<file path="src/rtl/mem_port_seq.sv">
// Three-module burst sequencer sharing one single-port SRAM.
// Each module owns a slot; the external arbiter grant selects which slot issues a beat.
module mem_port_seq #(
  parameter int ADDR_W = 8,
  parameter int DATA_W = 8
) (
  input  logic                clk,
  input  logic                reset,
  input  logic [2:0]          req,
  input  logic [2:0]          req_wr,
  input  logic [3*ADDR_W-1:0] req_addr,
  input  logic [8:0]          req_len,
  input  logic [3*DATA_W-1:0] wdata,
  input  logic [1:0]          accmodule,
  output logic [2:0]          done,
  output logic [2:0]          busy,
  output logic                mem_en,
  output logic                mem_we,
  output logic [ADDR_W-1:0]   mem_addr,
  output logic [DATA_W-1:0]   mem_wdata,
  input  logic [DATA_W-1:0]   mem_rdata,
  output logic                rd_valid,
  output logic [1:0]          rd_id,
  output logic [DATA_W-1:0]   rd_data
);

  typedef enum logic [1:0] {
    S_IDLE,
    S_WAIT,
    S_ACTIVE,
    S_SUSP
  } slot_state_t;

  slot_state_t       state_q [3];
  slot_state_t       state_d [3];
  logic [2:0]        wr_q;
  logic [2:0]        wr_d;
  logic [ADDR_W-1:0] addr_q  [3];
  logic [ADDR_W-1:0] addr_d  [3];
  logic [2:0]        rem_q   [3];
  logic [2:0]        rem_d   [3];
  logic [2:0]        beat;
  logic [2:0]        last_beat;
  logic [2:0]        busy_d;
  logic              rd_valid_d;
  logic [1:0]        rd_id_d;

  // A beat issues only when the grant points at a slot holding an open burst.
  always_comb begin
    beat      = '0;
    last_beat = '0;
    for (int unsigned k = 0; k < 3; k++) begin
      beat[k]      = (accmodule == 2'(k + 1)) && (state_q[k] != S_IDLE);
      last_beat[k] = beat[k] && (rem_q[k] == '0);
    end
  end

  always_comb begin
    mem_en    = |beat;
    mem_we    = 1'b0;
    mem_addr  = '0;
    mem_wdata = '0;
    for (int unsigned k = 0; k < 3; k++) begin
      if (beat[k]) begin
        mem_we    = wr_q[k];
        mem_addr  = addr_q[k];
        mem_wdata = wdata[k*DATA_W +: DATA_W];
      end
    end
  end

  always_comb begin
    wr_d   = wr_q;
    busy_d = '0;
    for (int unsigned k = 0; k < 3; k++) begin
      state_d[k] = state_q[k];
      addr_d[k]  = addr_q[k];
      rem_d[k]   = rem_q[k];
      case (state_q[k])
        S_IDLE: begin
          if (req[k]) begin
            state_d[k] = S_WAIT;
            wr_d[k]    = req_wr[k];
            addr_d[k]  = req_addr[k*ADDR_W +: ADDR_W];
            rem_d[k]   = req_len[k*3 +: 3];
          end
        end
        S_WAIT, S_SUSP: begin
          if (beat[k]) state_d[k] = last_beat[k] ? S_IDLE : S_ACTIVE;
        end
        S_ACTIVE: begin
          if (beat[k]) state_d[k] = last_beat[k] ? S_IDLE : S_ACTIVE;
          else         state_d[k] = S_SUSP;
        end
        default: state_d[k] = S_IDLE;
      endcase
      if (beat[k]) begin
        addr_d[k] = addr_q[k] + 1'b1;
        rem_d[k]  = rem_q[k] - 1'b1;
      end
      busy_d[k] = (state_d[k] != S_IDLE);
    end
  end

  assign rd_valid_d = mem_en & ~mem_we;
  assign rd_id_d    = rd_valid_d ? accmodule : 2'b00;

  always_ff @(posedge clk) begin
    if (reset) begin
      for (int unsigned k = 0; k < 3; k++) begin
        state_q[k] <= S_IDLE;
        addr_q[k]  <= '0;
        rem_q[k]   <= '0;
      end
      wr_q     <= '0;
      done     <= '0;
      busy     <= '0;
      rd_valid <= 1'b0;
      rd_id    <= '0;
    end else begin
      for (int unsigned k = 0; k < 3; k++) begin
        state_q[k] <= state_d[k];
        addr_q[k]  <= addr_d[k];
        rem_q[k]   <= rem_d[k];
      end
      wr_q     <= wr_d;
      done     <= last_beat;
      busy     <= busy_d;
      rd_valid <= rd_valid_d;
      rd_id    <= rd_id_d;
    end
  end

  // SRAM data arrives in the cycle rd_valid is high; gate it instead of adding a second stage.
  assign rd_data = rd_valid ? mem_rdata : '0;

endmodule

</file>
<file path="config.mk">
export PLATFORM = sky130hd
export DESIGN_NAME = mem_port_seq
export DESIGN_NICKNAME = d
export VERILOG_FILES = /design/src/rtl/mem_port_seq.sv
export SDC_FILE = /design/constraint.sdc
export NUM_CORES = 1
export LEC_CHECK = 0
export BUFFER_PORTS_ARGS = -buffer_cell sky130_fd_sc_hd__buf_2
export CORE_ASPECT_RATIO = 0.6
export CORE_UTILIZATION = 45
export CTS_BUF_LIST = sky130_fd_sc_hd__clkbuf_8
export DETAILED_ROUTE_END_ITERATION = 6
export GPL_ROUTABILITY_DRIVEN = 0
export GPL_TIMING_DRIVEN = 0
export PLACE_DENSITY = 0.88
export SETUP_SLACK_MARGIN = 0.5
export SLEW_MARGIN = 30
export SYNTH_ARGS = -nofsm -noshare
export SYNTH_HDL_FRONTEND = slang
export SYNTH_SLANG_ARGS = --single-unit
</file>
<file path="constraint.sdc">
create_clock -name clk -period 1.44 [get_ports clk]
set_input_delay 0.288 -clock clk [delete_from_list [all_inputs] [get_ports clk]]
set_output_delay 0.288 -clock clk [all_outputs]
set_load 0.01 [all_outputs]
</file>
Word-level counts from Yosys, hierarchy flattened
Memories as Yosys holds them, arrays and structs flattened.
Cells that the tools add are included.
{"block": "classes", "eq_ne": 12, "reduce_logical": 26, "add_sub_neg": 6, "muxes": 55, "n_bitwise": 12}
{"cell": "$mux 8", "count": 19}
{"cell": "$mux 3", "count": 12}
{"cell": "$mux 2", "count": 15}
{"cell": "$add 8x1->8 const B", "count": 3}
{"cell": "$pmux 2 s3", "count": 3}
{"cell": "$eq 2x2->1 const B", "count": 8}
{"cell": "$reduce_bool 2->1", "count": 6}
{"cell": "$logic_not 3->1", "count": 3}
{"cell": "$or 1x1->1", "count": 9}
{"cell": "$sub 3x1->3 const B", "count": 3}
{"cell": "$eq 2x1->1 const B", "count": 4}
{"cell": "$reduce_or 2->1", "count": 4}
{"cell": "$logic_and 1x1->1", "count": 6}
{"cell": "$logic_not 2->1", "count": 3}
{"cell": "$mux 1", "count": 6}
{"cell": "$reduce_and 2->1", "count": 3}
{"cell": "$reduce_or 3->1", "count": 1}
{"cell": "$not 1->1", "count": 2}
{"cell": "$and 1x1->1", "count": 1}
{"block": "word_totals", "ramBits": 39, "memories": 3, "input_bits": 75, "reg_bits": 12}
{"memory": "addr_q", "words": 3, "width": 8, "read_ports": 3, "rd_ports_with_merged_regs": 0, "write_ports": 3, "line": "38", "source": "logic [ADDR_W-1:0] addr_q [3];"}
{"memory": "rem_q", "words": 3, "width": 3, "read_ports": 3, "rd_ports_with_merged_regs": 0, "write_ports": 3, "line": "40", "source": "logic [2:0] rem_q [3];"}
{"memory": "state_q", "words": 3, "width": 2, "read_ports": 3, "rd_ports_with_merged_regs": 0, "write_ports": 3, "line": "34", "source": "slot_state_t state_q [3];"}

Longest topological paths before layout
Gate-level depths: netlist of run 1.
{"block": "depth", "depth_word": 9, "mapped_depth": 5, "depth_no_buf": 5}

Worst setup path before layout of run 1
OpenSTA, ideal clock, no wires.
{"block": "synth_path", "kind": "register to output", "from": "memory state_q[0][5] (netlist bit)", "to": "output port mem_addr[0]", "path_slack_ns": -0.155, "arrival_time_ns": 1.307, "required_ns": 1.152, "path_stages_with_launch": 6, "path_cell_list": "dfxtp_1 o211a_1 clkbuf_1 buf_1 a221oi_1 nor2_1"}
{"element": "from (decl)", "line": "34"}
{"element": "to (decl)", "line": "19", "source": "output logic [ADDR_W-1:0] mem_addr,"}

==> results of run 1 <==
-- worst max-delay path, cell delays in order, from the launching register on --
cell,delay (ps)
dfxtp_2,340
o211a_1,250
clkbuf_8,170
buf_8,150
a222oi_1,400
inv_1,110
buf_2,160
-- Yosys cell counts, drive strengths merged, types with 4 or more instances --
cell,instances,share of area
nand2b,4,0.0091
nor2,30,0.042
a21oi,21,0.038
and2,10,0.023
a31oi,8,0.018
nand2,31,0.043
and3,5,0.011
nand4,6,0.014
nand3,9,0.016
ha,9,0.041
o21ai,7,0.013
a32oi,6,0.019
inv,30,0.041
dfxtp,51,0.37
or3,4,0.0091
nor3b,4,0.011
clkbuf,16,0.022
a222oi,14,0.051
nor3,13,0.024
a211oi,7,0.019
a221oi,4,0.013
buf,4,0.0069
a2bb2oi,4,0.013
o21bai,5,0.014
-- registers in the layout, indices dropped and copies added (netlist names) --
register	count
addr_q	24
rem_q	9
rd_valid	1
done	3
wr_q	3
state_q	6
busy	3
rd_id	2
-- per-stage QoR --
stage | hold slack [ps] | worst slack [ps] | utilization | instance area, um^2
3_5_place_dp | 457 | -364 | 0.649 | 3720
3_3_place_gp | 443 | -367 | 0.649 | 3720
6_report | 177 | -771 | 0.882 | 5050
5_1_grt | 162 | -763 | 0.882 | 5050
2_1_floorplan | 369 | -69.0 | - | 3070
4_1_cts | 168 | -549 | 0.791 | 4530
-- worst paths after layout --
kind / from / slack [ps] / to
max: state_q[0][5] / -770 / mem_wdata[4]
min: reset / 180 / state_q[0][5]
max reg2reg: state_q[0][5] / -410 / addr_q[0][23]
min reg2reg: rem_q[0][3] / 490 / rem_q[0][3]
-- per-layer routing --
metal | global-route usage | routed length [um] | up-vias
met1 | 0.469 | 5460 | 1905
met5 | 0 | 0 | -
met4 | 0.129 | 1270 | 0
met2 | 0.582 | 6720 | 461
li1 | - | - | 1631
met3 | 0.0917 | 2140 | 154
-- layout make-up --
class | instances | share of cell area
sequential | 51 | 0.210
timing repair buffer | 174 | 0.251
multi-input combinational | 239 | 0.431
buffer | 20 | 0.0491
clock buffer | 5 | 0.0136
clock inverter | 3 | 0.00297
inverter | 30 | 0.0223
tap | 80 | 0.0198
-- logic make-up (layout without fill, tap and decap cells) --
| logic type | count (synthesis) | in the layout | share of synthesized area |
|---|---|---|---|
| compound gates | 96 | 96 | 0.263 |
| buf+inv | 50 | 232 | 0.0699 |
| mux | 3 | 3 | 0.0110 |
| simple gates | 131 | 131 | 0.242 |
| flops | 51 | 51 | 0.373 |
| fa+ha+maj | 9 | 9 | 0.0411 |
-- power breakdown --
| part | leakage [nW] | internal, mW | switching (mW) |
|---|---|---|---|
| Clock | 0.0496 | 0.337 | 0.579 |
| Combinational | 1.81 | 0.732 | 0.746 |
| Sequential | 0.428 | 1.52 | 0.172 |
| Total | 2.29 | 2.59 | 1.50 |
-- timing repair --
action	CTS	global route
gates resized for setup	107	78
endpoints found under the setup margin	86	86
cloned	0	0
setup buffers	40	25
pin swaps	37	44
==> summary.md, run 1 <==
| Metric | Value |
|---|---|
| Fillers | 240 |
| Final hold vios | 0 |
| Minimum clock period | roughly 2200 ps |
| Row cnt | 21 |
| Violated checks | design-rule violations, negative setup slack |
| Clk buf depth | 2 |
| Largest net degree at the start of global routing | 16 |
| Final Setup Violations | 57 |
| ANT nets after route | 0 |
| RSZ-0062 raised after global routing | yes |
| Worst reg-to-reg path cell count | 8 |
| Average cell area after synthesis | approximately 8.1 um^2 |
| Worst Tran Pin Value | approximately 960 ps |
| Area of the multi-input gates | approximately 0.0022 mm^2 |
| Commonest non-fill, non-tap cell in the layout | buf_2 |
| Ys Warns | 0 |
| Post-Syn Nets | between 400 and 500 |
| Floorplan die width | roughly 100 um |
| Drt initial violations | a little over 600 |
| Ys async rst share | 0 |
| PwrDens | 810 mW/mm^2 |
| Die area | roughly 0.0064 mm^2 |
| Per-cell routed wire length | about 26 um |
| Post-DP HPWL | approximately 6.9 mm |
| Area Growth Syn to Fin | 84.5% |
| CTS clk-pin slew, worst paths | 100 ps |
| Total Negative Setup Slacks | -19140 ps |
| CP arrival | around 1900 ps |
| Routed wire length | around 16 mm |
| Worst-Skew Late Latency | ~340 ps |
| Vias in the first global route | around 3500 |
| CTS H-tree lvls | 2 |
| Max IR drop VDD | 753 uV |
| Synth cell types | between 40 and 50 |
| Critical path type | register to output pin |
| Initial antenna violation count | 0 |
| Highest clock rate | roughly 0.45 GHz |
| Max-Cap Viols | 0 |
| Number of diodes | 0 |
| Post-synth EDFFs | 0 |
| # nets final | between 600 and 700 |
| Overflow after GRT | 0 |
| All-Layer GR Usage | 0.363 |
| Share of layout cells above drive strength 1 | 0.619 |
| CP endpoint kind | output pin |
| Slew headroom | 0.363 |
| Leak pwr | around 2.3 nW |
| Power Total | 4.09 mW |
| CTS Hold Bufs | 0 |
| Register Area | around 0.0011 mm^2 |
| Startpoint types | register |
| Most frequent cells in the layout | buf_2 (96), buf_6 (46), dfxtp_1 (35) |
| Seq/Total Area, Yosys | 0.373 |
| Status | finished with violations |
| Post-synth top flop | dfxtp_1 |
| Non-Filler Instances | around 600 |
| First-pass GRT wire length | roughly 18 mm |
| Vias per cell | about 7 |
| Fin Clk Skew | 13.8 ps |
| CTS Sinks | between 50 and 60 |
| Final worst-path setup slack | -771 ps |
| Slew Limit Fails | 0 |
| DR vias | 4151 |
| Core area | 0.00573 mm^2 |
| Hold Path Class | input pin to register |
| Starting Density | 0.478 |
| Mapped cell area | roughly 0.0027 mm^2 |
| Remaining DRCs | 10 |
| I/O Buffers | 109 |
| Die Ht | roughly 62 um |
| CP required | approximately 1200 ps |
| Yosys reg bits | 51 |
| Hold path cells | 2 |
| Drt first pass iters | 7 |
| Total CTS buffers | 5 |
| CTS tree | yes |
| Top-level port count | 110 |
| # placed instances | 529 |
| Fin crit share | 1.54 |
| Crit Path Max Fanout | 10 |
| Root Driver | clkbuf_8 |
| Syn Inst Count | 340 |
(Power assumes the default switching activity.)
==> run 2: changes to the inputs <==
Settings changed: CORE_UTILIZATION 45 to 44, CTS_BUF_LIST sky130_fd_sc_hd__clkbuf_8 to unset, PLACE_DENSITY 0.88 to 0.87.
==> summary.md, run 2 (synthesis gave the netlist of run 1 again) <==
| Metric | Value |
|---|---|
| First-pass GRT wire length | 18.2 mm (was 17.6 mm) |
| Post-layout util | 0.889 (was 0.882) |
| Non-Filler Instances | 604 (was 602) |
| # placed instances | 529 (unchanged) |
| PwrDens | 803 mW/mm^2 (was 810 mW/mm^2) |
| Net Sw Frac | 0.366 (about the same) |
| DP Area | 0.00372 mm^2 (unchanged) |
| Final Setup Violations | 54 (was 57) |
| Worst R2R Setup Slack | -390 ps (was -410 ps) |
| Crit-path cells | o211a_4 -> buf_8 -> clkbuf_16 -> a222oi_1 -> inv_1 -> buf_2 (was o211a_1 -> clkbuf_8 -> buf_8 -> a222oi_1 -> inv_1 -> buf_2) |
| Clk buf depth | 2 (unchanged) |
| CP endpoint kind | output pin (unchanged) |
| Hold Path Class | input pin to register (unchanged) |
| Reg-to-Reg Start | state_q[0][5] (unchanged) |
| Fin crit share | 1.52 (was 1.54) |
| Worst-Skew Late Latency | 320 ps (was 340 ps) |
| Fin Clk Skew | 11.7 ps (was 13.8 ps) |
| Total Negative Setup Slacks | -17020 ps (was -19140 ps) |
| Vias per cell | 7.09 (was 6.90) |
| Violated checks | negative setup slack (was design-rule violations, negative setup slack) |
| Leak pwr | 2.31 nW (was 2.29 nW) |
| ANT nets after route | 0 (unchanged) |
| Worst Tran Pin Value | 816 ps (was 955 ps) |
| Share of layout cells above drive strength 1 | 0.629 (was 0.619) |
| CTS clk-pin slew, worst paths | 100 ps (about the same) |
| CP arrival | 1900 ps (was 1920 ps) |
| Clock power frac | 0.217 (was 0.224) |
| Max IR drop VDD | 526 uV (was 753 uV) |
| Critical-path top delay cell | a222oi_1 (unchanged) |
| Minimum clock period | 2190 ps (was 2210 ps) |
| Overflow after GRT | 0 (unchanged) |
| Commonest non-fill, non-tap cell in the layout | buf_2 (unchanged) |
| CTS H-tree lvls | 2 (unchanged) |
| All-Layer GR Usage | 0.356 (was 0.363) |
| CTS Hold Bufs | 0 (unchanged) |
| Largest Register | addr_q (unchanged) |
| Hold path cells | 2 (unchanged) |
| Slew headroom | 0.456 (was 0.363) |
| CTS Sinks | 51 (unchanged) |
| Per-cell routed wire length | 27.3 um (was 25.9 um) |
| Most frequent cells in the layout | buf_2 (96), buf_6 (55), dfxtp_1 (34) (was buf_2 (96), buf_6 (46), dfxtp_1 (35)) |
| Die Ht | 63.1 um (was 62.4 um) |
| Net switching power | 1.51 mW (was 1.50 mW) |
| P_int | 2.62 mW (was 2.59 mW) |
| Floorplan die width | 104 um (was 103 um) |
| CP max stage delay | 360 ps (was 400 ps) |
| Hold_sp | reset (unchanged) |
| Row cnt | 21 (unchanged) |
| Final hold vios | 0 (unchanged) |
| Vias in the first global route | 3606 (was 3476) |
| I/O Buffers | 109 (unchanged) |
| Worst reg-to-reg path cell count | 11 (was 8) |
| Routed wire length | 16.5 mm (was 15.6 mm) |
| Largest registers | addr_q x24, rem_q x9, state_q x6 (unchanged) |
| Cell area after layout | 0.00514 mm^2 (was 0.00505 mm^2) |
| RSZ-0062 raised after global routing | yes (unchanged) |
| Drt first pass iters | 7 (unchanged) |
| Area of the multi-input gates | 0.00220 mm^2 (was 0.00217 mm^2) |
| Initial antenna violation count | 0 (unchanged) |
| Gate power share | 0.371 (was 0.362) |
| Max-Cap Viols | 0 (unchanged) |
| Post-DP HPWL | 6.84 mm (was 6.86 mm) |
| Max reg flops | 24 (unchanged) |
| Reg power frac | 0.412 (was 0.415) |
| Core area | 0.00578 mm^2 (was 0.00573 mm^2) |
| Critical path type | register to output pin (unchanged) |
| Reg2reg end | addr_q[0][18] (was addr_q[0][23]) |
| Fillers | 206 (was 240) |
| Root Driver | clkbuf_8 (unchanged) |
| Register Area | 0.00107 mm^2 (was 0.00106 mm^2) |
| Startpoint types | register (unchanged) |
| Drt initial violations | 602 (was 619) |
| Starting Density | 0.474 (was 0.478) |
| Hold Path Sink | state_q[0][5] (unchanged) |
| Status | finished with violations (unchanged) |
| Final worst-path setup slack | -746 ps (was -771 ps) |
| Area Growth Syn to Fin | 87.8% (was 84.5%) |
| CP required | 1150 ps (about the same) |
| Crit Path Max Fanout | 5 (was 10) |
| Highest clock rate | 0.457 GHz (was 0.452 GHz) |
| Total CTS buffers | 5 (unchanged) |
| DR vias | 4285 (was 4151) |
| Top-level port count | 110 (unchanged) |
| Largest net degree at the start of global routing | 15 (was 16) |
| CTS tree | yes (unchanged) |
| Post-place setup slack | -526 ps (was -364 ps) |
| # nets final | 606 (was 605) |
| Die area | 0.00655 mm^2 (was 0.00641 mm^2) |
| Remaining DRCs | 0 (was 10) |
| Slew Limit Fails | 0 (unchanged) |
run 2: cell types whose count changed in the layout (fill, tap and decap cells not counted), sizes merged:
cell | previous run | this run
buf | 180 | 183
diode | 0 | 1
inv | 32 | 30
run 2: power by group through the flow:
stage / sequential (mW) / clock, mW / combinational [mW]
2_1_floorplan: 1.65 / 0 / 0.522
3_3_place_gp: 1.67 / 0 / 0.789
3_5_place_dp: 1.68 / 0 / 0.811
4_1_cts: 1.64 / 0.821 / 1.08
5_1_grt: 1.70 / 0.908 / 1.57
6_report: 1.70 / 0.895 / 1.53
run 2: worst max-delay path, delay by kind of cell (launching register included):
| family | cells | cell delay [ps] |
|---|---|---|
| flops | 1 | 350 |
| compound gates | 2 | 630 |
| buf+inv | 4 | 590 |
run 2: routing by layer:
metal / track usage / wire [um] / up-vias / share of wire
met4: 0.200 / 1390 / 0 / 0.084
li1: - / - / 1631 / -
met5: 0 / 0 / - / 0
met2: 0.593 / 6810 / 545 / 0.41
met3: 0.0766 / 2510 / 167 / 0.15
met1: 0.433 / 5780 / 1942 / 0.35
run 2: timing repair:
action | 4_1_cts | 5_1_grt
setup buffers | 37 | 27
pin swaps | 28 | 48
endpoints found under the setup margin | 86 | 86
gates resized for setup | 98 | 103
cloned | 0 | 2
run 2: through the flow:
step                      hold WS [ps]  power [mW]
after floorplan                    369        2.17
after global placement             446        2.46
after detailed placement           463        2.49
after CTS                          167        3.55
after global routing               202        4.17
final                              198        4.13
run 2: final cells by class:
class,count,area share
clock inverter,1,0.000974
antenna,1,0.000487
sequential,51,0.208
buffer,20,0.0477
multi-input combinational,239,0.429
clock buffer,7,0.0148
inverter,30,0.0219
timing repair buffer,175,0.258
tap,80,0.0195
run 2: worst max path at each step:
stage	startpoint	to	depth (start not counted)
floorplan	state_q[0][5]	mem_wdata[0]	5
finish	state_q[0][4]	mem_wdata[6]	6
detailed placement	accmodule[1]	mem_addr[0]	7
CTS	state_q[0][5]	mem_wdata[4]	6
global placement	accmodule[1]	mem_addr[0]	7
global route	state_q[0][4]	mem_wdata[6]	6
==> run 3: changes to the inputs <==
Settings changed: CELL_PAD_IN_SITES_DETAIL_PLACEMENT set to 1, CELL_PAD_IN_SITES_GLOBAL_PLACEMENT set to 1, CORE_UTILIZATION 44 to 31, PLACE_DENSITY 0.87 to 0.86.
==> summary.md, run 3 (synthesis gave the netlist of run 1 again) <==
| Metric | Value |
|---|---|
| CP arrival | 1770 ps (was 1900 ps) |
| RSZ-0062 raised after global routing | yes (unchanged) |
| Floorplan die width | 123 um (was 104 um) |
| PwrDens | 881 mW/mm^2 (was 803 mW/mm^2) |
| Slew headroom | 0.642 (was 0.456) |
| Initial antenna violation count | 0 (unchanged) |
| Most frequent cells in the layout | buf_2 (97), buf_6 (41), dfxtp_1 (36) (was buf_2 (96), buf_6 (55), dfxtp_1 (34)) |
| Row cnt | 26 (was 21) |
| Reg2reg end | addr_q[0][19] (was addr_q[0][18]) |
| Commonest non-fill, non-tap cell in the layout | buf_2 (unchanged) |
| CTS Hold Bufs | 0 (unchanged) |
| Worst-Skew Late Latency | 320 ps (about the same) |
| CP required | 1150 ps (about the same) |
| Routed wire length | 15.8 mm (was 16.5 mm) |
| Power Total | 4.62 mW (was 4.13 mW) |
| ANT nets after route | 0 (unchanged) |
| Critical path type | register to output pin (unchanged) |
| Status | finished with violations (unchanged) |
| Drt initial violations | 403 (was 602) |
| Number of diodes | 0 (was 1) |
| Max-Cap Viols | 0 (unchanged) |
| Largest net degree at the start of global routing | 16 (was 15) |
| Vias per cell | 6.00 (was 7.09) |
| Fin crit share | 1.43 (was 1.52) |
| Max reg flops | 24 (unchanged) |
| Final Setup Violations | 53 (was 54) |
| Vias in the first global route | 3702 (was 3606) |
| CP Depth | 5 (was 6) |
| Crit Path Max Fanout | 10 (was 5) |
| I/O Buffers | 109 (unchanged) |
| Worst reg-to-reg path cell count | 9 (was 11) |
| First-pass GRT wire length | 20.3 mm (was 18.2 mm) |
| Highest clock rate | 0.486 GHz (was 0.457 GHz) |
| Starting Density | 0.321 (was 0.474) |
| Buffers & Inverters on Critical Path | 3 (was 4) |
| Non-Filler Instances | 626 (was 604) |
| Core area | 0.00852 mm^2 (was 0.00578 mm^2) |
| Post-DP HPWL | 8.14 mm (was 6.84 mm) |
| CTS tree | yes (unchanged) |
| Die area | 0.00922 mm^2 (was 0.00655 mm^2) |
| Area Growth Syn to Fin | 91.6% (was 87.8%) |
| Fin Clk Skew | 9.93 ps (was 11.7 ps) |
| # nets final | 597 (was 606) |
| Top-level port count | 110 (unchanged) |
| Delay-heaviest family, CP | compound AO/OA/AOI/OAI gates (unchanged) |
| Total CTS buffers | 5 (unchanged) |
| All-Layer GR Usage | 0.302 (was 0.356) |
| Critical-path top delay cell | a222oi_1 (unchanged) |
| Startpoint types | register (unchanged) |
| # placed instances | 561 (was 529) |
| Hold Path Class | input pin to register (unchanged) |
| Slew Limit Fails | 0 (unchanged) |
| Per-cell routed wire length | 25.2 um (was 27.3 um) |
| Share of layout cells above drive strength 1 | 0.656 (was 0.629) |
| Overflow after GRT | 0 (unchanged) |
| Minimum clock period | 2060 ps (was 2190 ps) |
| Final hold vios | 0 (unchanged) |
| Clk buf depth | 2 (unchanged) |
| Die Ht | 74.8 um (was 63.1 um) |
| CP endpoint kind | output pin (unchanged) |
| WHS | 190 ps (was 198 ps) |
| Worst Tran Pin Value | 533 ps (was 816 ps) |
| Post-layout util | 0.615 (was 0.889) |
| CTS clk-pin slew, worst paths | 80 ps (was 100 ps) |
| Worst R2R Setup Slack | -480 ps (was -390 ps) |
| Violated checks | negative setup slack (unchanged) |
| CP startpoint | state_q[0][5] (was state_q[0][4]) |
| CP max stage delay | 410 ps (was 360 ps) |
| Final worst-path setup slack | -619 ps (was -746 ps) |
| Remaining DRCs | 0 (unchanged) |
| Largest Register | addr_q (unchanged) |
| Crit-path cells | o211a_4 -> buf_6 -> a222oi_1 -> inv_1 -> buf_2 (was o211a_4 -> buf_8 -> clkbuf_16 -> a222oi_1 -> inv_1 -> buf_2) |
| Drt first pass iters | 5 (was 7) |
| Leak pwr | 2.32 nW (was 2.31 nW) |
| Root Driver | clkbuf_16 (was clkbuf_8) |
| CTS H-tree lvls | 2 (unchanged) |
| DR vias | 3757 (was 4285) |
| Largest registers | addr_q x24, rem_q x9, state_q x6 (unchanged) |
| CTS Sinks | 51 (unchanged) |
| Reg-to-Reg Start | state_q[0][5] (unchanged) |
| Max IR drop VDD | 484 uV (was 526 uV) |
| CP endpoint | mem_addr[1] (was mem_wdata[6]) |
[run 3: worst min path at each step]
stage | startpoint | to | slack (ps) | depth (start not counted)
after CTS | reset | state_q[0][5] | 190 | 2
after global placement | rem_q[0][3] | rem_q[0][3] | 440 | 2
after floorplan | reset | state_q[0][5] | 370 | 1
after detailed placement | wr_q[2] | wr_q[2] | 460 | 2
after global routing | reset | state_q[0][5] | 210 | 2
final | reset | state_q[0][5] | 190 | 2
[run 3: report_power, final]
group	internal, mW	switching, mW	total, mW	leakage [nW]
registers	1.52	0.164	1.69	0.428
clock network	0.798	0.630	1.43	0.0850
logic	0.744	0.763	1.51	1.80
total	3.06	1.56	4.62	2.32
[run 3: repair_timing]
action | CTS | global route
setup buffers | 46 | 9
pin swaps | 49 | 40
gates resized for setup | 144 | 75
endpoints found under the hold margin | 0 | 0
endpoints found under the setup margin | 86 | 86
cloned | 2 | 0
[run 3: layer usage]
| layer | share of wire | GRT usage | up-vias | wire [um] |
|---|---|---|---|---|
| li1 | - | - | 1615 | - |
| met4 | 0.047 | 0.133 | 0 | 745 |
| met3 | 0.079 | 0.0530 | 64 | 1240 |
| met2 | 0.49 | 0.529 | 251 | 7810 |
| met1 | 0.38 | 0.371 | 1827 | 5980 |
| met5 | 0 | 0 | - | 0 |
[run 3: metrics by stage]
step           worst slack, ps  setup TNS, ps  cell area, um^2
3_3_place_gp              -519         -13510             3760
6_report                  -619         -17110             5250
3_5_place_dp              -513         -14220             3760
5_1_grt                   -664         -19270             5250
2_1_floorplan            -69.0           -356             3070
4_1_cts                   -569         -11470             4880
[run 3: layout make-up]
class / count / area (um^2)
flip-flops and latches: 51 / 1060
inverters: 30 / 113
well taps: 112 / 140
multi-input cells: 239 / 2290
repair buffers: 166 / 1210
plain buffers: 20 / 254
fillers: 959 / 3280
clock buffers: 7 / 164
clock inverters: 1 / 5.00
[run 3: worst reg2reg max path, delay by kind of cell (launching register included)]
kind | cells | cell delay [ps]
buffers and inverters | 5 | 650
and+or+nand+nor | 1 | 460
AOI/OAI and AO/OA | 3 | 370
DFF | 1 | 370
